`src/rtl/cpu_defs_pkg.sv`:
```
// Shared datapath opcode/op constants, instruction field positions
// and issuer state encodings.
package cpu_defs_pkg;

    localparam logic [2:0] OPC_MOV  = 3'b110;
    localparam logic [2:0] OPC_ALU  = 3'b101;
    localparam logic [2:0] HALT_OPC = 3'b111;

    localparam logic [1:0] OP_MOV_IMM = 2'b10;
    localparam logic [1:0] OP_MOV_SH  = 2'b00;
    localparam logic [1:0] OP_ADD     = 2'b00;
    localparam logic [1:0] OP_CMP     = 2'b01;
    localparam logic [1:0] OP_AND     = 2'b10;
    localparam logic [1:0] OP_MVN     = 2'b11;

    localparam int OPC_HI = 15;
    localparam int OPC_LO = 13;
    localparam int OP_HI  = 12;
    localparam int OP_LO  = 11;

    localparam logic [2:0] ST_IDLE    = 3'd0;
    localparam logic [2:0] ST_ISSUE   = 3'd1;
    localparam logic [2:0] ST_WAIT    = 3'd2;
    localparam logic [2:0] ST_ADVANCE = 3'd3;
    localparam logic [2:0] ST_DONE    = 3'd4;

    function automatic logic is_halt(input logic [15:0] i);
        return i[OPC_HI:OPC_LO] == HALT_OPC;
    endfunction

    function automatic logic [15:0] mk_instr(
        input logic [2:0]  opc,
        input logic [1:0]  op,
        input logic [10:0] rest
    );
        return {opc, op, rest};
    endfunction

endpackage

```
`src/rtl/instr_issuer_prog_mem.sv`:
```
// Program RAM for the instruction issuer: one synchronous write port,
// one asynchronous read port.
module instr_issuer_prog_mem #(
    parameter int DEPTH  = 16,
    parameter int ADDR_W = 4
) (
    input  logic              clk,
    input  logic              we,
    input  logic [ADDR_W-1:0] waddr,
    input  logic [15:0]       wdata,
    input  logic [ADDR_W-1:0] raddr,
    output logic [15:0]       rdata
);

    logic [15:0] mem [DEPTH];

    always_ff @(posedge clk) begin
        if (we) begin
            mem[waddr] <= wdata;
        end
    end

    assign rdata = mem[raddr];

endmodule

```
`src/rtl/instr_issuer.sv`:
```
// Start/wait handshake initiator: walks a PC through program RAM, issuing
// each word to the control FSM. Optional macro ISSUE_STEP_EN gates ADVANCE on step.
module instr_issuer
    import cpu_defs_pkg::*;
#(
    parameter int DEPTH    = 16,
    parameter int ADDR_W   = 4,
    parameter int WAIT_MAX = 63
) (
    input  logic              clk,
    input  logic              reset,
    input  logic              prog_we,
    input  logic [ADDR_W-1:0] prog_addr,
    input  logic [15:0]       prog_data,
    input  logic              start,
    input  logic              step,
    input  logic              w,
    output logic              s,
    output logic [15:0]       instr,
    output logic [2:0]        opcode,
    output logic [1:0]        op,
    output logic [ADDR_W-1:0] pc,
    output logic              busy,
    output logic              done,
    output logic              err,
    output logic [7:0]        icount
);

    localparam logic [7:0]        WMAX    = 8'(WAIT_MAX);
    localparam logic [ADDR_W-1:0] PC_LAST = ADDR_W'(DEPTH - 1);

    logic [2:0]        state;
    logic [7:0]        wcnt;
    logic              idle_like;
    logic              mem_we;
    logic              timeout;
    logic              adv_go;
    logic [ADDR_W-1:0] pc_nxt;
    logic [ADDR_W-1:0] raddr;
    logic [15:0]       rdata;
    logic [15:0]       fetch;

    assign idle_like = (state == ST_IDLE) || (state == ST_DONE);
    assign mem_we    = prog_we && idle_like;
    assign timeout   = wcnt >= WMAX;
    assign pc_nxt    = pc + 1'b1;
    assign raddr     = (state == ST_ADVANCE) ? pc_nxt : '0;

    // A write in the same cycle as start must be visible to the first fetch.
    assign fetch = (mem_we && prog_addr == raddr) ? prog_data : rdata;

`ifdef ISSUE_STEP_EN
    assign adv_go = step;
`else
    logic unused_step;
    assign unused_step = step;
    assign adv_go      = 1'b1;
`endif

    assign opcode = instr[OPC_HI:OPC_LO];
    assign op     = instr[OP_HI:OP_LO];

    instr_issuer_prog_mem #(
        .DEPTH (DEPTH),
        .ADDR_W(ADDR_W)
    ) u_prog_mem (
        .clk  (clk),
        .we   (mem_we),
        .waddr(prog_addr),
        .wdata(prog_data),
        .raddr(raddr),
        .rdata(rdata)
    );

    always_ff @(posedge clk) begin
        if (!reset) begin
            state  <= ST_IDLE;
            s      <= 1'b0;
            instr  <= '0;
            pc     <= '0;
            busy   <= 1'b0;
            done   <= 1'b0;
            err    <= 1'b0;
            icount <= '0;
            wcnt   <= '0;
        end else begin
            wcnt <= '0;
            case (state)
                ST_IDLE, ST_DONE: begin
                    if (start) begin
                        state  <= ST_ISSUE;
                        pc     <= '0;
                        instr  <= fetch;
                        s      <= !is_halt(fetch);
                        icount <= '0;
                        err    <= 1'b0;
                        busy   <= 1'b1;
                        done   <= 1'b0;
                    end
                end
                ST_ISSUE: begin
                    if (is_halt(instr)) begin
                        state <= ST_DONE;
                        s     <= 1'b0;
                        busy  <= 1'b0;
                        done  <= 1'b1;
                    end else if (!w) begin
                        state <= ST_WAIT;
                        s     <= 1'b0;
                    end else if (timeout) begin
                        state <= ST_DONE;
                        s     <= 1'b0;
                        err   <= 1'b1;
                        busy  <= 1'b0;
                        done  <= 1'b1;
                    end else begin
                        wcnt <= wcnt + 8'd1;
                    end
                end
                ST_WAIT: begin
                    if (w) begin
                        state <= ST_ADVANCE;
                        if (icount != 8'hFF) begin
                            icount <= icount + 8'd1;
                        end
                    end else if (timeout) begin
                        state <= ST_DONE;
                        err   <= 1'b1;
                        busy  <= 1'b0;
                        done  <= 1'b1;
                    end else begin
                        wcnt <= wcnt + 8'd1;
                    end
                end
                ST_ADVANCE: begin
                    if (adv_go) begin
                        if (pc == PC_LAST) begin
                            state <= ST_DONE;
                            busy  <= 1'b0;
                            done  <= 1'b1;
                        end else begin
                            state <= ST_ISSUE;
                            pc    <= pc_nxt;
                            instr <= fetch;
                            s     <= !is_halt(fetch);
                        end
                    end
                end
                default: begin
                    state <= ST_IDLE;
                    s     <= 1'b0;
                    busy  <= 1'b0;
                    done  <= 1'b0;
                end
            endcase
        end
    end

endmodule

```
`config.mk`:
```
export PLATFORM = sky130hd
export DESIGN_NAME = instr_issuer
export DESIGN_NICKNAME = d
export VERILOG_FILES = /design/src/rtl/cpu_defs_pkg.sv /design/src/rtl/instr_issuer_prog_mem.sv /design/src/rtl/instr_issuer.sv
export SDC_FILE = /design/constraint.sdc
export NUM_CORES = 1
export LEC_CHECK = 0
export CORE_MARGIN = 4
export CORE_UTILIZATION = 64
export DETAILED_ROUTE_END_ITERATION = 8
export PLACE_DENSITY = 0.93
export SETUP_SLACK_MARGIN = 0.02
export SYNTH_ARGS = -nofsm -noshare
export SYNTH_HDL_FRONTEND = slang
export SYNTH_SLANG_ARGS = --single-unit
```
`constraint.sdc`:
```
create_clock -name clk -period 4 [get_ports clk]
set_input_delay 0.8 -clock clk [delete_from_list [all_inputs] [get_ports clk]]
set_output_delay 0.8 -clock clk [all_outputs]
set_load 0.01 [all_outputs]
```
# Word-level counts from Yosys, hierarchy flattened
# Memories as Yosys holds them, arrays and structs flattened.
# Index checks and enable logic that the tools add are counted.
totals:
  regBits: 43
  ram_bits: 256
  in_bits: 26
  out_inout_bits: 37
  elab_cells: 99
  mem_count: 1
classes:
  add_sub_neg: 3
  magnitude_cmp: 1
  eq_ne: 19
  mux: 51
  bitwise_logic: 1
  reduce_logical: 14
mem_list:
  columns: ["memory", "depth", "word_bits", "rd", "rd_ports_with_merged_regs", "wr", "line_no", "source"]
  rows:
  - ["u_prog_mem.mem", 16, 16, 1, 0, 1, "instr_issuer_prog_mem.sv:15", "logic [15:0] mem [DEPTH];"]
op_table:
  columns: ["op", "n"]
  rows:
  - ["$mux 8", 7]
  - ["$mux 16", 3]
  - ["$pmux 16 s2", 1]
  - ["$pmux 8 s2", 2]
  - ["$mux 1", 23]
  - ["$mux 3", 6]
  - ["$add 8x1->8 const B", 2]
  - ["$ne 2x2->1 const B", 7]
  - ["$mux 4", 3]
  - ["$pmux 1 s4", 3]
  - ["$pmux 3 s4", 1]
  - ["$reduce_and 4->1", 3]
  - ["$eq 3x3->1 const B", 3]
  - ["$ge 8x6->1 const B", 1]
  - ["$ne 8x8->1 const B", 1]
  - ["$pmux 4 s2", 1]
  - ["$eq 3x2->1 const B", 2]
  - ["$reduce_and 5->1", 1]
  - ["$add 4x1->4 const B", 1]
  - ["$eq 4x4->1", 1]
  - ["$eq 4x4->1 const B", 1]
  - ["$ne 4x4->1 const B", 1]
  - ["$reduce_bool 2->1", 2]
  - ["$eq 3x1->1 const B", 1]
  - ["other kinds (11)", 12]

# Logic depth before layout (Yosys ltp)
depth:
  depth_word: 9
  depth_mapped: 9
  ltp_nobuf: 8

# By module
# A second synthesis with hierarchy kept.
unflattened:
  cells_unflattened: 687
  hier_area_um2: 12050.3
by_module_without_submodules:
  columns: ["mod", "instances", "cells_each", "area_per_inst_um2", "seq_area_each_um2"]
  rows:
  - ["instr_issuer_prog_mem", 1, 416, 9721.8, 7687.4]
  - ["instr_issuer", 1, 271, 2328.5, 860.8]

# Worst setup path after synthesis
# No wires, ideal clock.
synth_timing:
  path_kind: "input to register"
  from: "input port prog_addr[1]"
  to: "memory u_prog_mem.mem[1][0], enable pin"
  setup_ns: 0.409
  arrival_ns: 2.188
  required_time_ns: 3.591
  slack_ns: 1.403
  path_stages: 2
  n_path_buf: 0
  cell_sequence: "nand4b_1 nor3_1"
synth_rtl:
  columns: ["item", "line_no", "source"]
  rows:
  - ["start, declared", "instr_issuer.sv:13", "input logic [ADDR_W-1:0] prog_addr,"]
  - ["end, declared", "instr_issuer_prog_mem.sv:15", null]
# No word-level cell before the write port.

# Worst setup path in the final report
layout_timing:
  from: "register pc[1]"
  to: "register s"
layout_between:
  elab_chain_cells: 9
  elab_cells_between_ends: 14
  classes_between: "1 x add/sub; 4 x eq/ne; 5 x mux; 3 x reduce/logical; 1 x memory"
layout_lines:
  columns: ["item", "line_no", "source"]
  rows:
  - ["start, declared", "instr_issuer.sv:22", "output logic [ADDR_W-1:0] pc,"]
  - ["start signal, assigned", "instr_issuer.sv:143", "pc <= pc_nxt;"]
  - ["branches (longest 9 deep; another with $mem_v2 16x16)", null, null]
  - ["end signal, assigned", "instr_issuer.sv:94", "s <= !is_halt(fetch);"]
  - ["end signal, assigned", "instr_issuer.sv:145", "s <= !is_halt(fetch);"]
  - ["end, declared", "instr_issuer.sv:18", "output logic s,"]
# Parallel ways; which one is timed is not known. The select of a mux whose other input is x is not followed.
# A chain may end at the register's enable or synchronous reset.

==> results.md <==
* Status: finished clean
* Part of the total power dissipated in combinational logic at 5.4%
* Most instantiated cells after synthesis: edfxtp_1, nand2_1, nor2_1
* Placed Instance Area at 12,800 um^2
* Routed via count divided by cell count at 7.03
* Row count at 49
* Max rail drop VDD at 0.297 mV
* Cell at the root of the clock tree: clkbuf_16
* Detailed-route via count at 7,911
* Top-level port count at 63
* Layout Nets at 905
* Seq pwr share at 54.7%
* Proportion of synthesized flip-flops having asynchronous set or reset at 0%
* Count of H-tree levels built during CTS at 1
* Clock latency at the later pin of the worst-skew pair at 0.55 ns
* DIE HEIGHT at 145 um
* DRT Pass-1 Iters at 6
* Share of synthesized area spent on multiplexers at 6.12%
* Iteration-0 DRC count of the detailed router at 1,238
* Area of the core at 18,100 um^2
* Leading area contributor after synthesis: edfxtp_1
* Starting density of the core at 65.8%
* Gr ovfl total at 0
* Vias in the first global route at 7,715
* Number of antenna-violating nets in the routed design at 0
* Clk sink count at 299
* Data arrival time at the worst-slack endpoint at 3.52 ns
* DIE AREA at 20,900 um^2
* Total Power at 6.37 mW
* Switching part of the total power at 21.1%
* Number of enable-type register cells in the synthesized netlist at 256
* Tcrit/Tclk final at 77.5%
* RSZ-0062 raised after global routing: no
* Final count of negative-setup-slack endpoints at 0
* Global-route total usage across every layer at 28.6%
* Post-synthesis cell area at 11,900 um^2
* Rel. slew slack at 18.6%
* Final hold violation count at 0
* Power per cell area at 464 nW/um^2
* Fin Hold WS at 0.452 ns
* Layout area overhead at 14.9%
* Leading register cell type out of synthesis: edfxtp_1
* Top-area cell type share of the netlist area at 64.4%
* Post CTS Setup Buffer Count at 0
* Antenna violations before repair at 0
* Post-layout utilization of the core at 75.6%
* Sort of element at the start of the critical path: register
* Clock skew after layout at 0.0159 ns
* Internal power at 5.02 mW
* Adder-Cell Fraction of Synth Area at 0.315%
* Mean instance size in the synthesized netlist at 14.8 um^2
* Maximum clock frequency at 323 MHz
* Synth Register Bits at 299
* Required time reported for the critical path endpoint at 4.42 ns
* Worst Setup Path Type: register to register
* Slew at the pin with the worst max-slew slack at 1.22 ns
* CTS Hold Bufs at 0
* Portion of the post-synthesis area used by sequential elements at 71.6%
* Cell count after synthesis at 809
* Maximum count of clock buffers along a single path at 3
* Detailed placement HPWL at 17,200 um
* Area share of and/or/nand/nor cells after synthesis at 8.72%
* Total leakage power at 4.45 nW
* Cell types with the largest area share after synthesis: edfxtp_1, dfxtp_1, mux4_2, nand2_1, o221ai_1
* CTS clk-pin slew, worst paths at 0.06 ns
* Fraction of final layout cells with drive strength greater than 1 at 12.5%
* Type of the tightest min-delay check: register to register
* Relative contribution of the clock network to total power at 39.9%
* Fraction of synthesized cell area in xor and xnor cells at 0.734%
* Post-route design area at 13,700 um^2
* Slew Viols, Final at 0
* Global-route wire length before repair at 45,000 um
* TritonCTS clock tree: yes
* Number of gates resized after CTS at 0
* Minimum clock period after layout at 3.10 ns
* Synth warnings at 0
* Max Fanout on Critical Path at 29
* Pin count of the biggest net entering global routing at 58
* Number of antenna diodes at 0
* Kind of end point of the critical path: register
* Cell with the most instances after synthesis: edfxtp_1
* Total net switching power at 1.34 mW
* Combinational family with the most area after synthesis: compound AO/OA/AOI/OAI gates
* Chip width at 145 um
* Final total negative setup slack at 0 ns
* Routability congestion estimate from global placement at 0.834
* Max capacitance violation total at 0
* Distinct cell type count after synthesis at 59
* Final wirelength at 29,300 um
* Wire per inst at 26.0 um
* PortBufs at 61
* Post-synthesis compound-gate area fraction at 10.1%
* Final routed DRC violation total at 0
* CTS buffer count at 28
## critical path, cell delays in order (launching register included)
cell	delay [ns]
dfxtp_1	0.34
ha_1	0.24
xnor2_1	0.31
nor2_4	0.79
o311ai_0	0.40
a32oi_1	0.37
o21ai_1	0.15
a211oi_1	0.30
o21ai_1	0.08
## final cells by class
type,instances,area [um^2]
Clock inverter,16,125
Clock buffer,34,744
Fill cell,926,4430
Tap cell,229,287
Sequential cell,299,8550
Inverter,4,15.0
Timing Repair Buffer,92,856
Multi-Input combinational cell,451,3140
## per-layer routing
| metal | track usage, % | part of all wire [%] |
|---|---|---|
| met1 | 39.2 | 35 |
| met2 | 46.6 | 49 |
| met3 | 5.75 | 12 |
| met4 | 10.2 | 3.4 |
| met5 | 0 | 0 |
## final timing paths
| check | from | end | slack [ns] | cells after the start |
|---|---|---|---|---|
| worst max-delay path | pc[1] | s | 0.90 | 8 |
| worst min register to register | wcnt[0] | wcnt[0] | 0.45 | 1 |
| worst max register to register | pc[1] | s | 0.90 | 8 |
| worst min-delay path | wcnt[0] | wcnt[0] | 0.45 | 1 |
## metrics by stage
stage	setup slack (ns)	std cells
after floorplan	1.40	810
after global placement	0.949	1075
after detailed placement	0.872	1075
after CTS	0.941	1125
after global routing	0.689	1125
final	0.902	1125
## kinds of logic after synthesis
group	count (synthesis)
DFF	299
and+or+nand+nor	220
AOI/OAI and AO/OA	177
buffers and inverters	60
muxes	39
xor gates and xnor gates	10
adders and majority gates	3
other	1
## power by group through the flow
stage | sequential (mW) | clock, mW | combinational (mW)
final | 3.48 | 2.54 | 0.347
after global routing | 3.48 | 2.69 | 0.371
after CTS | 3.48 | 2.54 | 0.340
after detailed placement | 3.55 | 0 | 0.334
after global placement | 3.54 | 0 | 0.314
after floorplan | 3.54 | 0 | 0.154
## sequential cells by signal, indices dropped and copies added (netlist names)
register,count
err,1
u_prog_mem.mem,256
busy,1
wcnt,8
icount,8
state,3
pc,4
instr,16
s,1
done,1
## cells in the final DEF, fill, tap and decap left out, types with 8 or more instances in the layout
master	instances
nor2_1	44
a22oi_1	13
and3_1	19
clkbuf_16	29
nor2b_1	8
dfxtp_1	42
a31oi_1	29
mux4_2	27
mux2i_1	9
nand2_1	83
clkdlybuf4s50_1	61
edfxtp_1	256
o221ai_1	26
a21oi_1	27
o21ai_0	29
buf_4	30
o211ai_1	14
nand2b_1	8
nand3_1	21
No activity file was read; power rests on OpenSTA's default activity.
